**src/rtl/vend_pkg.sv**
```systemverilog
// Shared definitions for the vending controller: FSM states, coin values,
// credit ceiling and a saturating credit adder.
// Ports: none (package).
package vend_pkg;

  typedef enum logic [2:0] {
    IDLE    = 3'd0,
    COLLECT = 3'd1,
    CHECK   = 3'd2,
    VEND    = 3'd3,
    CHANGE  = 3'd4
  } state_t;

  localparam logic [7:0] COIN5      = 8'd5;
  localparam logic [7:0] COIN10     = 8'd10;
  localparam logic [7:0] COIN25     = 8'd25;
  localparam logic [7:0] CREDIT_MAX = 8'd255;

  // Add a coin to the credit, clamping at CREDIT_MAX instead of wrapping.
  function automatic logic [7:0] sat_add(input logic [7:0] a, input logic [7:0] b);
    logic [8:0] sum;
    sum = {1'b0, a} + {1'b0, b};
    return (sum > {1'b0, CREDIT_MAX}) ? CREDIT_MAX : sum[7:0];
  endfunction

endpackage

```
**src/rtl/vend_if.sv**
```systemverilog
// Handshake/status bundle between the vending controller and its environment.
// master: drives item select, price, coin and request pulses; observes status.
// slave:  the controller; consumes pulses, drives credit and one-cycle strobes.
interface vend_if;
  logic [2:0] sel;
  logic [7:0] price;
  logic       c5;
  logic       c10;
  logic       c25;
  logic       buy;
  logic       cancel;
  logic [7:0] credit;
  logic       dispense;
  logic [2:0] item_out;
  logic [7:0] change;
  logic       change_valid;
  logic       shortfall;
  logic       coin_reject;

  modport master (
    output sel, price, c5, c10, c25, buy, cancel,
    input  credit, dispense, item_out, change, change_valid, shortfall, coin_reject
  );

  modport slave (
    input  sel, price, c5, c10, c25, buy, cancel,
    output credit, dispense, item_out, change, change_valid, shortfall, coin_reject
  );
endinterface

```
**src/rtl/credit_acc.sv**
```systemverilog
// Credit accumulator: coin priority (25 > 10 > 5), saturating add, subtract, clear.
// Latency: credit updates on the edge the command is seen; no backpressure.
// Ports: clk, rst_n, coin pulses, add/sub/clr commands, sub_val, credit, any_coin, multi_coin.
module credit_acc
  import vend_pkg::*;
(
  input  logic       clk,
  input  logic       rst_n,
  input  logic       c5,
  input  logic       c10,
  input  logic       c25,
  input  logic       add,
  input  logic       sub,
  input  logic       clr,
  input  logic [7:0] sub_val,
  output logic [7:0] credit,
  output logic       any_coin,
  output logic       multi_coin
);

  logic [7:0] coin_val;

  always_comb begin
    coin_val = 8'd0;
    if (c25)      coin_val = COIN25;
    else if (c10) coin_val = COIN10;
    else if (c5)  coin_val = COIN5;
  end

  assign any_coin   = c5 | c10 | c25;
  assign multi_coin = (c5 & c10) | (c5 & c25) | (c10 & c25);

  // Clear wins over subtract wins over add; the FSM never asks for two at once.
  always_ff @(posedge clk or negedge rst_n) begin
    if (!rst_n) begin
      credit <= 8'd0;
    end else if (clr) begin
      credit <= 8'd0;
    end else if (sub) begin
      credit <= (credit >= sub_val) ? (credit - sub_val) : 8'd0;
    end else if (add) begin
      credit <= sat_add(credit, coin_val);
    end
  end

endmodule

```
**src/rtl/vend_ctrl.sv**
```systemverilog
// Vending controller: collects coins, checks price, vends, then returns change.
// Latency: Buy at edge n -> dispense after n+2 -> change_valid after n+3.
// Backpressure: none; all inputs are single-cycle pulses, all outputs registered.
// Ports: clk, rst_n, bus (vend_if.slave).
module vend_ctrl
  import vend_pkg::*;
(
  input  logic   clk,
  input  logic   rst_n,
  vend_if.slave  bus
);

  state_t     state, state_n;
  logic [2:0] sel_reg, sel_reg_n;
  logic [7:0] price_reg, price_reg_n;
  logic [7:0] credit_q;
  logic       any_coin, multi_coin;
  logic       acc_add, acc_sub, acc_clr;
  logic       dispense_n, change_valid_n, shortfall_n, coin_reject_n;
  logic [2:0] item_out_n;
  logic [7:0] change_n;

  credit_acc u_acc (
    .clk        (clk),
    .rst_n      (rst_n),
    .c5         (bus.c5),
    .c10        (bus.c10),
    .c25        (bus.c25),
    .add        (acc_add),
    .sub        (acc_sub),
    .clr        (acc_clr),
    .sub_val    (price_reg),
    .credit     (credit_q),
    .any_coin   (any_coin),
    .multi_coin (multi_coin)
  );

  assign bus.credit = credit_q;

  always_ff @(posedge clk or negedge rst_n) begin
    if (!rst_n) begin
      state            <= IDLE;
      sel_reg          <= 3'd0;
      price_reg        <= 8'd0;
      bus.dispense     <= 1'b0;
      bus.item_out     <= 3'd0;
      bus.change       <= 8'd0;
      bus.change_valid <= 1'b0;
      bus.shortfall    <= 1'b0;
      bus.coin_reject  <= 1'b0;
    end else begin
      state            <= state_n;
      sel_reg          <= sel_reg_n;
      price_reg        <= price_reg_n;
      bus.dispense     <= dispense_n;
      bus.item_out     <= item_out_n;
      bus.change       <= change_n;
      bus.change_valid <= change_valid_n;
      bus.shortfall    <= shortfall_n;
      bus.coin_reject  <= coin_reject_n;
    end
  end

  always_comb begin
    state_n        = state;
    sel_reg_n      = sel_reg;
    price_reg_n    = price_reg;
    item_out_n     = bus.item_out;
    change_n       = bus.change;
    dispense_n     = 1'b0;
    change_valid_n = 1'b0;
    shortfall_n    = 1'b0;
    coin_reject_n  = 1'b0;
    acc_add        = 1'b0;
    acc_sub        = 1'b0;
    acc_clr        = 1'b0;

    case (state)
      IDLE: begin
        // Buy/Cancel are meaningless with no session open.
        acc_add       = any_coin;
        coin_reject_n = multi_coin;
        if (any_coin) state_n = COLLECT;
      end
      COLLECT: begin
        // A coin arriving with Buy/Cancel is credited on the same edge.
        acc_add       = any_coin;
        coin_reject_n = multi_coin;
        if (bus.cancel) begin
          state_n = CHANGE;
        end else if (bus.buy) begin
          sel_reg_n = bus.sel;
          state_n   = CHECK;
        end
      end
      CHECK: begin
        // Keep the sampled price so VEND subtracts what was checked.
        coin_reject_n = any_coin;
        price_reg_n   = bus.price;
        if (bus.price != 8'd0 && credit_q >= bus.price) begin
          state_n = VEND;
        end else begin
          shortfall_n = 1'b1;
          state_n     = COLLECT;
        end
      end
      VEND: begin
        coin_reject_n = any_coin;
        dispense_n    = 1'b1;
        item_out_n    = sel_reg;
        acc_sub       = 1'b1;
        state_n       = CHANGE;
      end
      CHANGE: begin
        coin_reject_n  = any_coin;
        change_valid_n = 1'b1;
        change_n       = credit_q;
        acc_clr        = 1'b1;
        state_n        = IDLE;
      end
      default: state_n = IDLE;
    endcase
  end

endmodule

```
**src/flat_wrapper.sv**
```systemverilog
// flat-port wrapper written by rule: the top's interface ports become plain ports
module vend_ctrl_flat import vend_pkg::*;
  (clk, rst_n, bus_sel, bus_price, bus_c5, bus_c10, bus_c25, bus_buy, bus_cancel, bus_credit, bus_dispense, bus_item_out, bus_change, bus_change_valid, bus_shortfall, bus_coin_reject);
  vend_if bus_i ();
  input  logic clk;
  input  logic rst_n;
  input wire logic [$bits(bus_i.sel)-1:0] bus_sel;
  input wire logic [$bits(bus_i.price)-1:0] bus_price;
  input wire logic [$bits(bus_i.c5)-1:0] bus_c5;
  input wire logic [$bits(bus_i.c10)-1:0] bus_c10;
  input wire logic [$bits(bus_i.c25)-1:0] bus_c25;
  input wire logic [$bits(bus_i.buy)-1:0] bus_buy;
  input wire logic [$bits(bus_i.cancel)-1:0] bus_cancel;
  output wire logic [$bits(bus_i.credit)-1:0] bus_credit;
  output wire logic [$bits(bus_i.dispense)-1:0] bus_dispense;
  output wire logic [$bits(bus_i.item_out)-1:0] bus_item_out;
  output wire logic [$bits(bus_i.change)-1:0] bus_change;
  output wire logic [$bits(bus_i.change_valid)-1:0] bus_change_valid;
  output wire logic [$bits(bus_i.shortfall)-1:0] bus_shortfall;
  output wire logic [$bits(bus_i.coin_reject)-1:0] bus_coin_reject;
  assign bus_i.sel = bus_sel;
  assign bus_i.price = bus_price;
  assign bus_i.c5 = bus_c5;
  assign bus_i.c10 = bus_c10;
  assign bus_i.c25 = bus_c25;
  assign bus_i.buy = bus_buy;
  assign bus_i.cancel = bus_cancel;
  assign bus_credit = bus_i.credit;
  assign bus_dispense = bus_i.dispense;
  assign bus_item_out = bus_i.item_out;
  assign bus_change = bus_i.change;
  assign bus_change_valid = bus_i.change_valid;
  assign bus_shortfall = bus_i.shortfall;
  assign bus_coin_reject = bus_i.coin_reject;
  vend_ctrl u_core (.clk(clk), .rst_n(rst_n), .bus(bus_i));
endmodule
```
**config.mk**
```make
export PLATFORM = sky130hd
export DESIGN_NAME = vend_ctrl_flat
export DESIGN_NICKNAME = d
export VERILOG_FILES = /design/src/rtl/vend_pkg.sv /design/src/rtl/vend_if.sv /design/src/rtl/credit_acc.sv /design/src/rtl/vend_ctrl.sv /design/src/flat_wrapper.sv
export SDC_FILE = /design/constraint.sdc
export NUM_CORES = 1
export LEC_CHECK = 0
export CAP_MARGIN = 20
export CORE_ASPECT_RATIO = 1.2
export CORE_MARGIN = 8
export CORE_UTILIZATION = 50
export CTS_CLUSTER_DIAMETER = 120
export DETAILED_ROUTE_END_ITERATION = 8
export GPL_TIMING_DRIVEN = 0
export PLACE_DENSITY = 0.76
export SLEW_MARGIN = 20
export SYNTH_ARGS = -nofsm -noshare
export SYNTH_HDL_FRONTEND = slang
export SYNTH_SLANG_ARGS = --single-unit
export TNS_END_PERCENT = 1
```
**constraint.sdc**
```tcl
create_clock -name clk -period 4.18 [get_ports clk]
set_input_delay 0.418 -clock clk [delete_from_list [all_inputs] [get_ports clk]]
set_output_delay 0.418 -clock clk [all_outputs]
set_load 0.01 [all_outputs]
```
# Word-level counts from Yosys, hierarchy flattened
# Cells that the tools add are included.
# word_totals
ff_bits	37
input_bits	18
output_inout_bits	23
word_cells	56
# op_classes
add_sub_neg	2
n_lt_le_gt_ge	3
n_eq_ne	6
muxes	19
bitwise	8
n_reduce_logical	8
# op_table
cell	count
2-to-1 mux 8 bit	6
>= comparator 8 bit	2
2-to-1 mux 3 bit	4
case mux 3 bit (4 select lines)	1
adder 8 x 8 -> 9 bit	1
greater-than comparator 9 x 8 -> 1 bit, second input constant	1
nonzero test 8 bit	1
subtractor 8 bit	1
== test 3 x 2 -> 1 bit, second input constant	2
2-to-1 mux 1 bit	5
2-to-1 mux 4 bit	1
OR 1 bit	4
AND 1 bit	3
== test 3 x 1 -> 1 bit, second input constant	1
== test 3 bit, second input constant	1
zero test 3 bit	1
inequality test 3 bit, second input constant	1
AND reduction 3 bit	1
nonzero test 3 bit	1
OR reduction 3 bit	1
2-to-1 mux 2 bit	1
inequality test 2 x 1 -> 1 bit, second input constant	1
case mux 1 bit (2 select lines)	1
AND reduction 2 bit	1
3 further kinds	3

# Depth between registers and ports, before layout
# logic_depth
word_depth	9
depth_mapped	11

# Cells and area by module
# A second synthesis with hierarchy kept.
# unflattened
cells_unflattened	250
hier_area_um2	2514.9
# by_module_without_submodules
module	instances	cells_each	area_per_inst_um2	seq_area_each_um2
vend_ctrl	1	106	1348.8	725.7
credit_acc	1	144	1166.1	200.2

# Worst setup path before layout
# No wires, ideal clock.
# synth_timing
path_kind	input to register
startpoint	input bus_c10
endpoint	register u_core.u_acc.credit[5]
setup_ns	0.096
arrival_ns	2.078
required_time_ns	4.084
path_slack_ns	2.006
stages	11
cell_sequence	inv_1 > a21o_1 > ha_1 > inv_1 > fa_1 > nor2b_4 > nor3_2 > o21bai_2 > a41o_2 > nor3_1 > nor4_2
# synth_between
elab_chain_cells	8
elab_cells_between_ends	12
# synth_rtl
item	line_no	source
from (decl)	flat_wrapper.sv:10	input wire logic [$bits(bus_i.c10)-1:0] bus_c10;
2-to-1 mux 4 bit	credit_acc.sv:26	else if (c10) coin_val = COIN10;
2-to-1 mux 8 bit	credit_acc.sv:25	if (c25) coin_val = COIN25;
adder 8 x 8 -> 9 bit	vend_pkg.sv:22	sum = {1'b0, a} + {1'b0, b};
greater-than comparator 9 x 8 -> 1 bit	vend_pkg.sv:23	return (sum > {1'b0, CREDIT_MAX}) ? CREDIT_MAX : sum[7:0];
2-to-1 mux 8 bit	vend_pkg.sv:23	
2-to-1 mux 8 bit	credit_acc.sv:41	end else if (add) begin
2-to-1 mux 8 bit	credit_acc.sv:39	end else if (sub) begin
2-to-1 mux 8 bit	credit_acc.sv:37	end else if (clr) begin
to (signal assigned)	credit_acc.sv:40	credit <= (credit >= sub_val) ? (credit - sub_val) : 8'd0;
to (signal assigned)	credit_acc.sv:42	credit <= sat_add(credit, coin_val);
to (decl)	credit_acc.sv:16	output logic [7:0] credit,
# Parallel ways exist; a longest one is shown, timed or not. The select of a mux whose other input is x is not followed.
# A chain may end at the register's enable or synchronous reset.

# Final worst setup path
# layout_timing
startpoint	input bus_c5
endpoint	register u_core.u_acc.credit[5]
# layout_between
elab_chain_cells	9
elab_cells_between_ends	13
# layout_rtl
item	line_no	source
from (decl)	flat_wrapper.sv:9	input wire logic [$bits(bus_i.c5)-1:0] bus_c5;
2-to-1 mux 3 bit	credit_acc.sv:27	else if (c5) coin_val = COIN5;
2-to-1 mux 4 bit	credit_acc.sv:26	
2-to-1 mux 8 bit	credit_acc.sv:25	
adder 8 x 8 -> 9 bit	vend_pkg.sv:22	
greater-than comparator 9 x 8 -> 1 bit	vend_pkg.sv:23	
2-to-1 mux 8 bit	vend_pkg.sv:23	
2-to-1 mux 8 bit	credit_acc.sv:41	
2-to-1 mux 8 bit	credit_acc.sv:39	
2-to-1 mux 8 bit	credit_acc.sv:37	
# Parallel ways exist; a longest one is shown, timed or not. The select of a mux whose other input is x is not followed.

==> qor.yml <==
grt_pass1_wl_microns: 9920
seq_area_frac_synth_pct: 38.5
cts_sinks: 37
hold_viol: 0
wl_per_cell_microns: 15.9
hpwl_microns: 4410
period_minus_slack_ps: 2660
cp_slowest_cell: "clkdlybuf4s50_1"
synthArstFlopShare_pct: 100
crit_fanout: 5
grt_overflow: 0
cp.depth: 11
dp.cells: 355
antenna_found_initial: 0
cts_hold_buffers: 0
syn-cell-area_sq_um: 2400
drtIter0Drc: 122
regArea_sq_um: 926
drt-total-wl_microns: 5780
root_buffer: "clkbuf_8"
vias: 2023
worstPathCellList: "clkdlybuf4s50_1, a21o_1, ha_1, inv_1, fa_1, nor2b_4, nor3_2, o21bai_2, a41o_2, nor3_1, nor4_2"
cts-resized-gates: 0
cts_tree: "yes"
cts-buffers-inserted: 5
initial_core_util_pct: 52.3
fin_cells: 363
insertion_delay_ps: 300
crit_family: "compound AO/OA/AOI/OAI gates"
synth.top_cell.area_share_pct: 38.5
clock_path_buffers: 2
setup_tns_ps: 0
hold_path.class: "input pin to asynchronous set/reset pin"
grt_pass1_vias: 2098
cp.required_ps: 4380
synth_area_leaders: "dfrtp_1 39%, ha_1 11%, nand2_1 5.0%"
top_layer: "met4"
io_buffers: 40
track_usage_pct: 16.8
maxCapViolCount: 0
arrival_ps: 2860
dieArea_sq_um: 7290
outcome: "finished, final reports clean"
netlist_instances: 256
io_pins: 41
fp.dieW_microns: 79.3
multi_input_area_sq_um: 1360
antennaDiodeCount: 0
nNetsFinal: 345
via_per_inst: 5.57
finalMaxSlewViolations: 0
drcViolationCount: 0
wl_met2_microns: 2880
yosys-top-cells-count: "37 x dfrtp_1, 32 x nand2_1, 23 x inv_1"
syn-num-nets: 297
yosysWarnings: 0
critPathMaxStageDelay_ps: 560
gp_congestion: 0.842
stdcell_area_sq_um: 3010
utilization_pct: 65.6
wl_met1_microns: 2540
firstDrtPassIters: 6
ys.flop_type: "dfrtp_1"
die_h_microns: 92.0
ys_types: 52
setup.worst_path.end_class: "flop"
fmax_ghz: 0.376
dpl_cell_area_sq_um: 2890
post-route-period-util_pct: 63.6
rows: 27
yosysMostFrequentCell: "dfrtp_1"
met3_length_microns: 299
reg2reg_depth: 10
syn_area_per_cell_sq_um: 9.39
worst_pin_slew_ps: 514
clk_pin_slew_ps: 80
path_class: "input pin to flop"
p_leak_uw: 0.00142
post-cts-setup-buffer-count: 0
vdd_drop_max_mv: 0.352
synth_top_cell_by_area: "dfrtp_1"
ant_nets: 0
htreeDepth: 2
core_sq_um: 4590
synth_edf_count: 0
layout-drive-gt1-share_pct: 12.8
relSlewSlack_pct: 65.7
rsz0062_at_grt: "false"
setup-violations-final: 0
nFillCells: 405
syn_to_final_growth_pct: 25.3
skew_ps: 6.53
synth_seq_cells: 37
grt_max_degree: 25
start_kind: "input pin"
worstPathBufferInverterCount: 2
power_density_nw_per_um2: 823
## worst register-to-register path, cell delays in order (launching register included)
cell      delay, ps
dfrtp_1         410
inv_1           150
ha_1            200
inv_1            60
fa_1            430
a211oi_2        240
o21bai_2        120
a211oi_2        310
nor3_4          110
nor2_1          170
o32ai_1         110
## report_power, final
group | switching, uW | total (uW) | leakage, uW | internal (uW)
clock | 141 | 336 | 0.0000574 | 194
sequential | 145 | 664 | 0.000460 | 519
combinational | 758 | 1480 | 0.000906 | 722
## cell usage in the layout (no fill, tap or decap), types with 3 or more instances in the layout
master / instances
nand2b_1: 3
ha_1: 21
nor3_1: 6
nand2_1: 32
xnor2_1: 4
mux2_2: 7
o21bai_1: 3
clkbuf_8: 6
clkdlybuf4s50_1: 39
a21oi_1: 17
nor2_1: 12
nand3_1: 6
inv_1: 23
dfrtp_1: 37
nor2b_1: 4
a21o_1: 9
xor2_1: 4
nor3_2: 3
o21ai_0: 21
## final timing paths
| check | from | to | slack, ps |
|---|---|---|---|
| max in group asynchronous | rst_n | u_core.sel_reg[0] | 3710 |
| setup / recovery | bus_c5 | u_core.u_acc.credit[5] | 1520 |
| hold / removal | rst_n | u_core.price_reg[1] | 20 |
| min in group clk | u_core.sel_reg[0] | u_core.bus.item_out[0] | 480 |
| setup reg to reg | u_core.u_acc.credit[0] | u_core.u_acc.credit[1] | 1760 |
| hold reg to reg | u_core.sel_reg[0] | u_core.bus.item_out[0] | 480 |
## cell type report
type	count	area share (%)
flip-flops and latches	37	30.7
well taps	58	2.41
repair buffers	41	13.8
multi-input cells	190	45.0
clock buffers	6	2.74
plain buffers	5	1.04
clock inverters	2	1.25
inverters	24	2.99
## per-layer routing
| metal | vias to the layer above | track usage (%) |
|---|---|---|
| met3 | 6 | 3.91 |
| met4 | 0 | 6.35 |
| met2 | 41 | 28.6 |
| met1 | 990 | 19.8 |
| li1 | 986 | - |
| met5 | - | 0 |
## cell families (layout without fill, tap and decap cells)
group	after synthesis	count (layout)	synth area share, %
simple gates	81	81	17.8
compound gates	70	70	19.4
flops	37	37	38.5
buf+inv	29	78	5.05
fa+ha+maj	24	24	13.0
xor+xnor	8	8	2.91
mux	7	7	3.28
## metrics by stage
| step | setup slack (ps) | hold slack, ps | total power, uW |
|---|---|---|---|
| floorplan | 2010 | 122 | 1670 |
| global placement | 1260 | 455 | 2100 |
| detailed placement | 1230 | 354 | 2140 |
| CTS | 1520 | 33.0 | 2480 |
| global route | 1330 | 54.2 | 2670 |
| finish | 1520 | 23.5 | 2480 |
Power figures use the tool's default switching activity.
